$ cat config.mk
export PLATFORM = sky130hd
export DESIGN_NAME = conv_fir_mac
export DESIGN_NICKNAME = d
export VERILOG_FILES = /design/src/rtl/conv_fir_mac.sv
export SDC_FILE = /design/constraint.sdc
export NUM_CORES = 1
export LEC_CHECK = 0
export ABC_CLOCK_PERIOD_IN_PS = 5800
export CORE_MARGIN = 2
export CORE_UTILIZATION = 46
export CTS_CLUSTER_DIAMETER = 80
export DETAILED_ROUTE_END_ITERATION = 8
export MAX_ROUTING_LAYER = met4
export SYNTH_ARGS = -nofsm -noshare
export SYNTH_HDL_FRONTEND = slang
export SYNTH_SLANG_ARGS = --single-unit
$ cat constraint.sdc
create_clock -name clk -period 5.8 [get_ports clk]
set_input_delay 0.87 -clock clk [delete_from_list [all_inputs] [get_ports clk]]
set_output_delay 0.87 -clock clk [all_outputs]
set_load 0.03 [all_outputs]
$ cat src/rtl/conv_fir_mac.sv
// Streaming signed FIR over TAPS coefficients using one shared multiplier.
// Define CONV_SAT_EN to clamp narrow outputs instead of wrapping.
module conv_fir_mac #(
    parameter int DATA_W = 8,
    parameter int COEF_W = 8,
    parameter int TAPS   = 4,
    parameter int OUT_W  = 16
) (
    input  logic                     clk,
    input  logic                     reset,
    input  logic                     coef_we,
    input  logic [$clog2(TAPS)-1:0]  coef_addr,
    input  logic [COEF_W-1:0]        coef_data,
    input  logic                     in_valid,
    output logic                     in_ready,
    input  logic [DATA_W-1:0]        in_data,
    output logic                     out_valid,
    input  logic                     out_ready,
    output logic signed [OUT_W-1:0]  out_data,
    output logic                     out_sat,
    output logic                     busy
);

    localparam int IDX_W  = $clog2(TAPS);
    localparam int PROD_W = DATA_W + COEF_W;
    localparam int ACC_W  = DATA_W + COEF_W + $clog2(TAPS);

    typedef enum logic [1:0] {
        S_IDLE,
        S_MAC,
        S_OUT
    } state_t;

    state_t state_q, state_d;

    logic signed [DATA_W-1:0] x_q [TAPS];
    logic signed [COEF_W-1:0] c_q [TAPS];
    logic signed [ACC_W-1:0]  acc_q;
    logic [IDX_W-1:0]         idx_q;

    logic                     accept;
    logic                     coef_ok;
    logic                     last;
    logic signed [PROD_W-1:0] prod;
    logic signed [ACC_W-1:0]  sum;
    logic signed [OUT_W-1:0]  res;
    logic                     res_sat;

    assign accept  = in_valid & in_ready;
    assign last    = (idx_q == IDX_W'(TAPS - 1));
    assign busy    = (state_q != S_IDLE);
    assign coef_ok = coef_we && (state_q == S_IDLE) &&
                     ({1'b0, coef_addr} < (IDX_W + 1)'(TAPS));

    assign prod = x_q[idx_q] * c_q[idx_q];
    assign sum  = acc_q + ACC_W'(prod);

    generate
        if (OUT_W >= ACC_W) begin : g_ext
            assign res     = OUT_W'(sum);
            assign res_sat = 1'b0;
        end else begin : g_narrow
`ifdef CONV_SAT_EN
            localparam logic signed [ACC_W-1:0] SAT_MAX =
                {{(ACC_W - OUT_W + 1){1'b0}}, {(OUT_W - 1){1'b1}}};
            localparam logic signed [ACC_W-1:0] SAT_MIN =
                {{(ACC_W - OUT_W + 1){1'b1}}, {(OUT_W - 1){1'b0}}};
            always_comb begin
                res     = sum[OUT_W-1:0];
                res_sat = 1'b0;
                if (sum > SAT_MAX) begin
                    res     = SAT_MAX[OUT_W-1:0];
                    res_sat = 1'b1;
                end else if (sum < SAT_MIN) begin
                    res     = SAT_MIN[OUT_W-1:0];
                    res_sat = 1'b1;
                end
            end
`else
            logic unused_hi;
            assign unused_hi = ^sum[ACC_W-1:OUT_W];
            assign res       = sum[OUT_W-1:0];
            assign res_sat   = 1'b0;
`endif
        end
    endgenerate

    always_comb begin
        state_d  = state_q;
        in_ready = 1'b0;
        unique case (state_q)
            S_IDLE: begin
                // held low while reset is asserted
                in_ready = ~reset;
                if (in_valid) state_d = S_MAC;
            end
            S_MAC: begin
                if (last) state_d = S_OUT;
            end
            S_OUT: begin
                if (out_ready) state_d = S_IDLE;
            end
            default: state_d = S_IDLE;
        endcase
    end

    always_ff @(posedge clk) begin
        if (reset) state_q <= S_IDLE;
        else       state_q <= state_d;
    end

    always_ff @(posedge clk) begin
        if (reset) begin
            acc_q     <= '0;
            idx_q     <= '0;
            out_valid <= 1'b0;
            out_data  <= '0;
            out_sat   <= 1'b0;
            for (int k = 0; k < TAPS; k++) begin
                x_q[k] <= '0;
                c_q[k] <= '0;
            end
        end else begin
            if (coef_ok) c_q[coef_addr] <= coef_data;
            if (accept) begin
                x_q[0] <= in_data;
                for (int k = 1; k < TAPS; k++) x_q[k] <= x_q[k-1];
                acc_q <= '0;
                idx_q <= '0;
            end
            if (state_q == S_MAC) begin
                acc_q <= sum;
                idx_q <= idx_q + IDX_W'(1);
                if (last) begin
                    out_data  <= res;
                    out_sat   <= res_sat;
                    out_valid <= 1'b1;
                end
            end
            if (state_q == S_OUT && out_ready) out_valid <= 1'b0;
        end
    end

endmodule

==> results.md <==
- Worst relative slew slack: 37.05%
- Maximum count of clock buffers along a single path: 2
- Maximum number of pins on one net before global-route repair: 49
- Die span in x: 128.8 um
- Syn avg cell area: 11.08 sq um
- Number of distinct library cell variants in the gate-level netlist after synthesis: 49
- Standard-cell row count: 45
- Aggregate global routing overflow: 0
- Number of primary I/O pins: 43
- Start point of the worst min-delay path: out_data[10]
- Sequential element share of the synthesized area: 37.70%
- Post-placement worst setup slack: 0.2281 ns
- Number of violations of the max-capacitance limit: 0
- GP Congestion: 0.8298
- Initial Utilization: 47.16%
- Fin. max-slew vios: 0
- Fmax: 181.7 MHz
- Post-layout net count: 817
- Endpoint arrival time on the critical path: 5.75 ns
- Final hold violation count: 0
- Vias in the first global route: 4814
- Clock Latency Late Sink: 0.36 ns
- Syn Std Cell Area: 7169 sq um
- Library cell with the largest summed area after synthesis: edfxtp_1
- Worst Hold Class: reg -> reg
- Signed area change from the synthesized netlist to the final layout: 12.95%
- Required time worst endpoint: 6.04 ns
- Ys flop type: edfxtp_1
- Final period util: 94.91%
- Height of the die: 128.8 um
- Fraction of final layout cells with drive strength greater than 1: 8.406%
- End of the worst register-to-register path: acc_q[14]
- Number of buffers created by CTS: 9
- Fill cell instance count of the final layout: 1344
- Capture endpoint of the worst hold path: out_data[10]
- Leakage power figure: 3.517 nW
- Final TNS setup: 0 ns
- Post-synth EDFFs: 64
- Worst hold stages: 2
- Clk pin slew, worst setup/hold paths: 0.08 ns
- Die area: 16600 sq um
- Overall routed net length: 15100 um
- Worst reg2reg path depth: 17
- Routed wire per std cell: 17.20 um
- Actual transition at the worst max-transition pin: 0.9423 ns
- Least setup slack across all paths after layout: 0.2952 ns
- Post-synthesis register bit count: 103
- Combined global-route utilization of all metal layers: 20.14%
- Number of iterations in the first detailed-routing pass: 4
- Number of levels the H-tree was split into: 3
- Post-Syn Instances: 647
- Power density normalized to cell area: 401.6 nW/um^2
- Setup repair after global routing missed its margin: no
- Count of warnings emitted by yosys: 0
- Drt via density: 5.367
- Category of the worst setup path capture point: flip-flop
- Initial antenna violation count: 0
- Diode insertion count for antenna repair: 0
- Number of violations reported at the end of detailed-routing iteration 0: 319
- Outcome: completed
- Input/output buffers: 41
- Core area: 15200 sq um
- Worst Skew: 0.009026 ns
- Crit Path Class: reg -> reg
- Category of the worst setup path launch point: flip-flop
- TritonCTS clock tree: done
- Antenna Nets Post-Route: 0
- Crit path max fanout: 17
- Proportion of synthesized flip-flops having asynchronous set or reset: 0%
- Min cycle time layout: 5.505 ns
- Reg-to-reg setup timing slack: 0.30 ns
- Wire length of the first global-routing pass: 24780 um
- DRC violation count after routing: 0
- Nets in the synthesized netlist: 779
- Root buffer cell: clkbuf_16
- Total half-perimeter wirelength after legalization and detailed placement: 11310 um
- Share of the synthesized area in the top cell type: 26.81%
- Synth top cells by count: 83 x inv_1, 71 x fa_1, 64 x edfxtp_1, 64 x nand2_1, 58 x and2_1
- Library cell with the highest instance count after synthesis: inv_1
- Routed via count: 4712
- Sinks on the clock net: 103
- Most area-consuming cells after synthesis: edfxtp_1 27%, fa_1 20%, dfxtp_1 11%, ha_1 6.6%, and2_1 5.1%
- Setup-failing EPs final: 0
- Worst vdd ir: 0.2741 mV
-- layer usage --
metal  track usage (%)  wire length (um)  vias to the layer above
li1                  -                 -                     2233
met1             26.61              6671                     2388
met2             32.28              7686                       77
met3             2.994               514                       14
met4             6.458               228                        0
met5                 -                 0                        -
-- state kept, by name, indices dropped and copies added, names as in the netlist, named ones only --
register,flops
out_data,16
out_valid,1
acc_q,16
x_q,32
state_q,2
idx_q,2
c_q,32
-- cell type report --
| type | count | area, sq um | share of cell area, % |
|---|---|---|---|
| clock buffers | 9 | 225.2 | 2.781 |
| clock inverters | 7 | 65.06 | 0.8035 |
| inverters | 83 | 311.5 | 3.847 |
| multi-input cells | 436 | 4049 | 50.00 |
| flip-flops and latches | 103 | 2703 | 33.37 |
| well taps | 188 | 235.2 | 2.905 |
| repair buffers | 52 | 509.2 | 6.289 |
-- how the worst max path moves through the flow --
stage | startpoint | end | slack (ns) | cells past startpoint
2_1_floorplan | flip-flop | acc_q[15] | 0.52 | 20
3_3_place_gp | flip-flop | out_data[15] | 0.32 | 17
3_5_place_dp | flip-flop | out_data[15] | 0.23 | 20
4_1_cts | flip-flop | out_data[15] | 0.20 | 20
5_1_grt | flip-flop | out_data[14] | 0.02 | 21
6_report | flip-flop | acc_q[14] | 0.30 | 17
-- metrics by stage --
step | instance area, sq um | std cells | total power, W | hold WS [ns] | utilization (%)
after floorplan | 7169 | 647 | 0.002264 | 0.4479 | -
after global placement | 7776 | 859 | 0.002622 | 0.4444 | 51.15
after detailed placement | 7776 | 859 | 0.002663 | 0.4503 | 51.15
after CTS | 8066 | 875 | 0.003283 | 0.4611 | 53.06
after global routing | 8098 | 878 | 0.003552 | 0.4808 | 53.27
final | 8098 | 878 | 0.003252 | 0.4569 | 53.27
-- repair_timing --
action / 4_1_cts / 5_1_grt
hold buffers: 0 / 0
setup endpoints to repair: 0 / 6
gates resized for setup: 0 / 4
setup buffers: 0 / 3
-- cells by family after synthesis --
kind of cell	Yosys count	share of synthesized area, %
simple gates	229	17.31
fa+ha+maj	109	26.46
buf+inv	108	5.899
flops	103	37.70
compound gates	61	5.253
xor+xnor	19	2.321
mux	17	5.009
other cells	1	0.05231
-- critical path: stages, from the launching register on --
cell,delay [ns]
dfxtp_1,0.36
buf_12,0.19
mux4_2,0.63
and2_1,0.36
fa_1,0.57
fa_1,0.45
fa_1,0.55
inv_1,0.05
fa_1,0.47
inv_1,0.04
ha_1,0.26
ha_1,0.32
or2_2,0.31
a21oi_1,0.19
a31oi_2,0.08
a31oi_1,0.31
or4_1,0.16
nand3_1,0.07
-- cells in the final DEF, fill, tap and decap left out, types with 2 or more instances in the layout --
cell type / synthesis / final
a21oi_1: 32 / 32
nand3_1: 17 / 17
edfxtp_1: 64 / 64
nand2b_1: 8 / 8
mux4_2: 15 / 15
clkbuf_16: 0 / 9
inv_6: 0 / 2
o21ai_0: 5 / 4
nor2_1: 16 / 16
o21bai_1: 4 / 4
and2_1: 58 / 57
inv_1: 83 / 83
buf_4: 3 / 9
or4_1: 2 / 2
nand3b_1: 3 / 3
clkdlybuf4s50_1: 0 / 41
dfxtp_1: 39 / 39
o21ai_2: 1 / 2
a31oi_1: 2 / 2
clkinvlp_4: 0 / 2
xnor2_1: 16 / 16
o311ai_0: 2 / 2
a21o_1: 3 / 3
ha_1: 38 / 38
nand2_1: 64 / 64
a211oi_1: 5 / 5
nand4b_1: 4 / 4
nor3_1: 3 / 3
and3_1: 40 / 40
fa_1: 71 / 71
or2_2: 6 / 6
nor3b_2: 2 / 2
xor2_1: 3 / 3
-- where the power goes --
group          leakage, nW  total [W]  internal (W)  switching (W)
combinational         2.39    0.00177      0.000760        0.00101
clock                0.137   0.000610      0.000301       0.000309
sequential           0.987   0.000870      0.000838      0.0000317
Power figures use the tool's default switching activity.
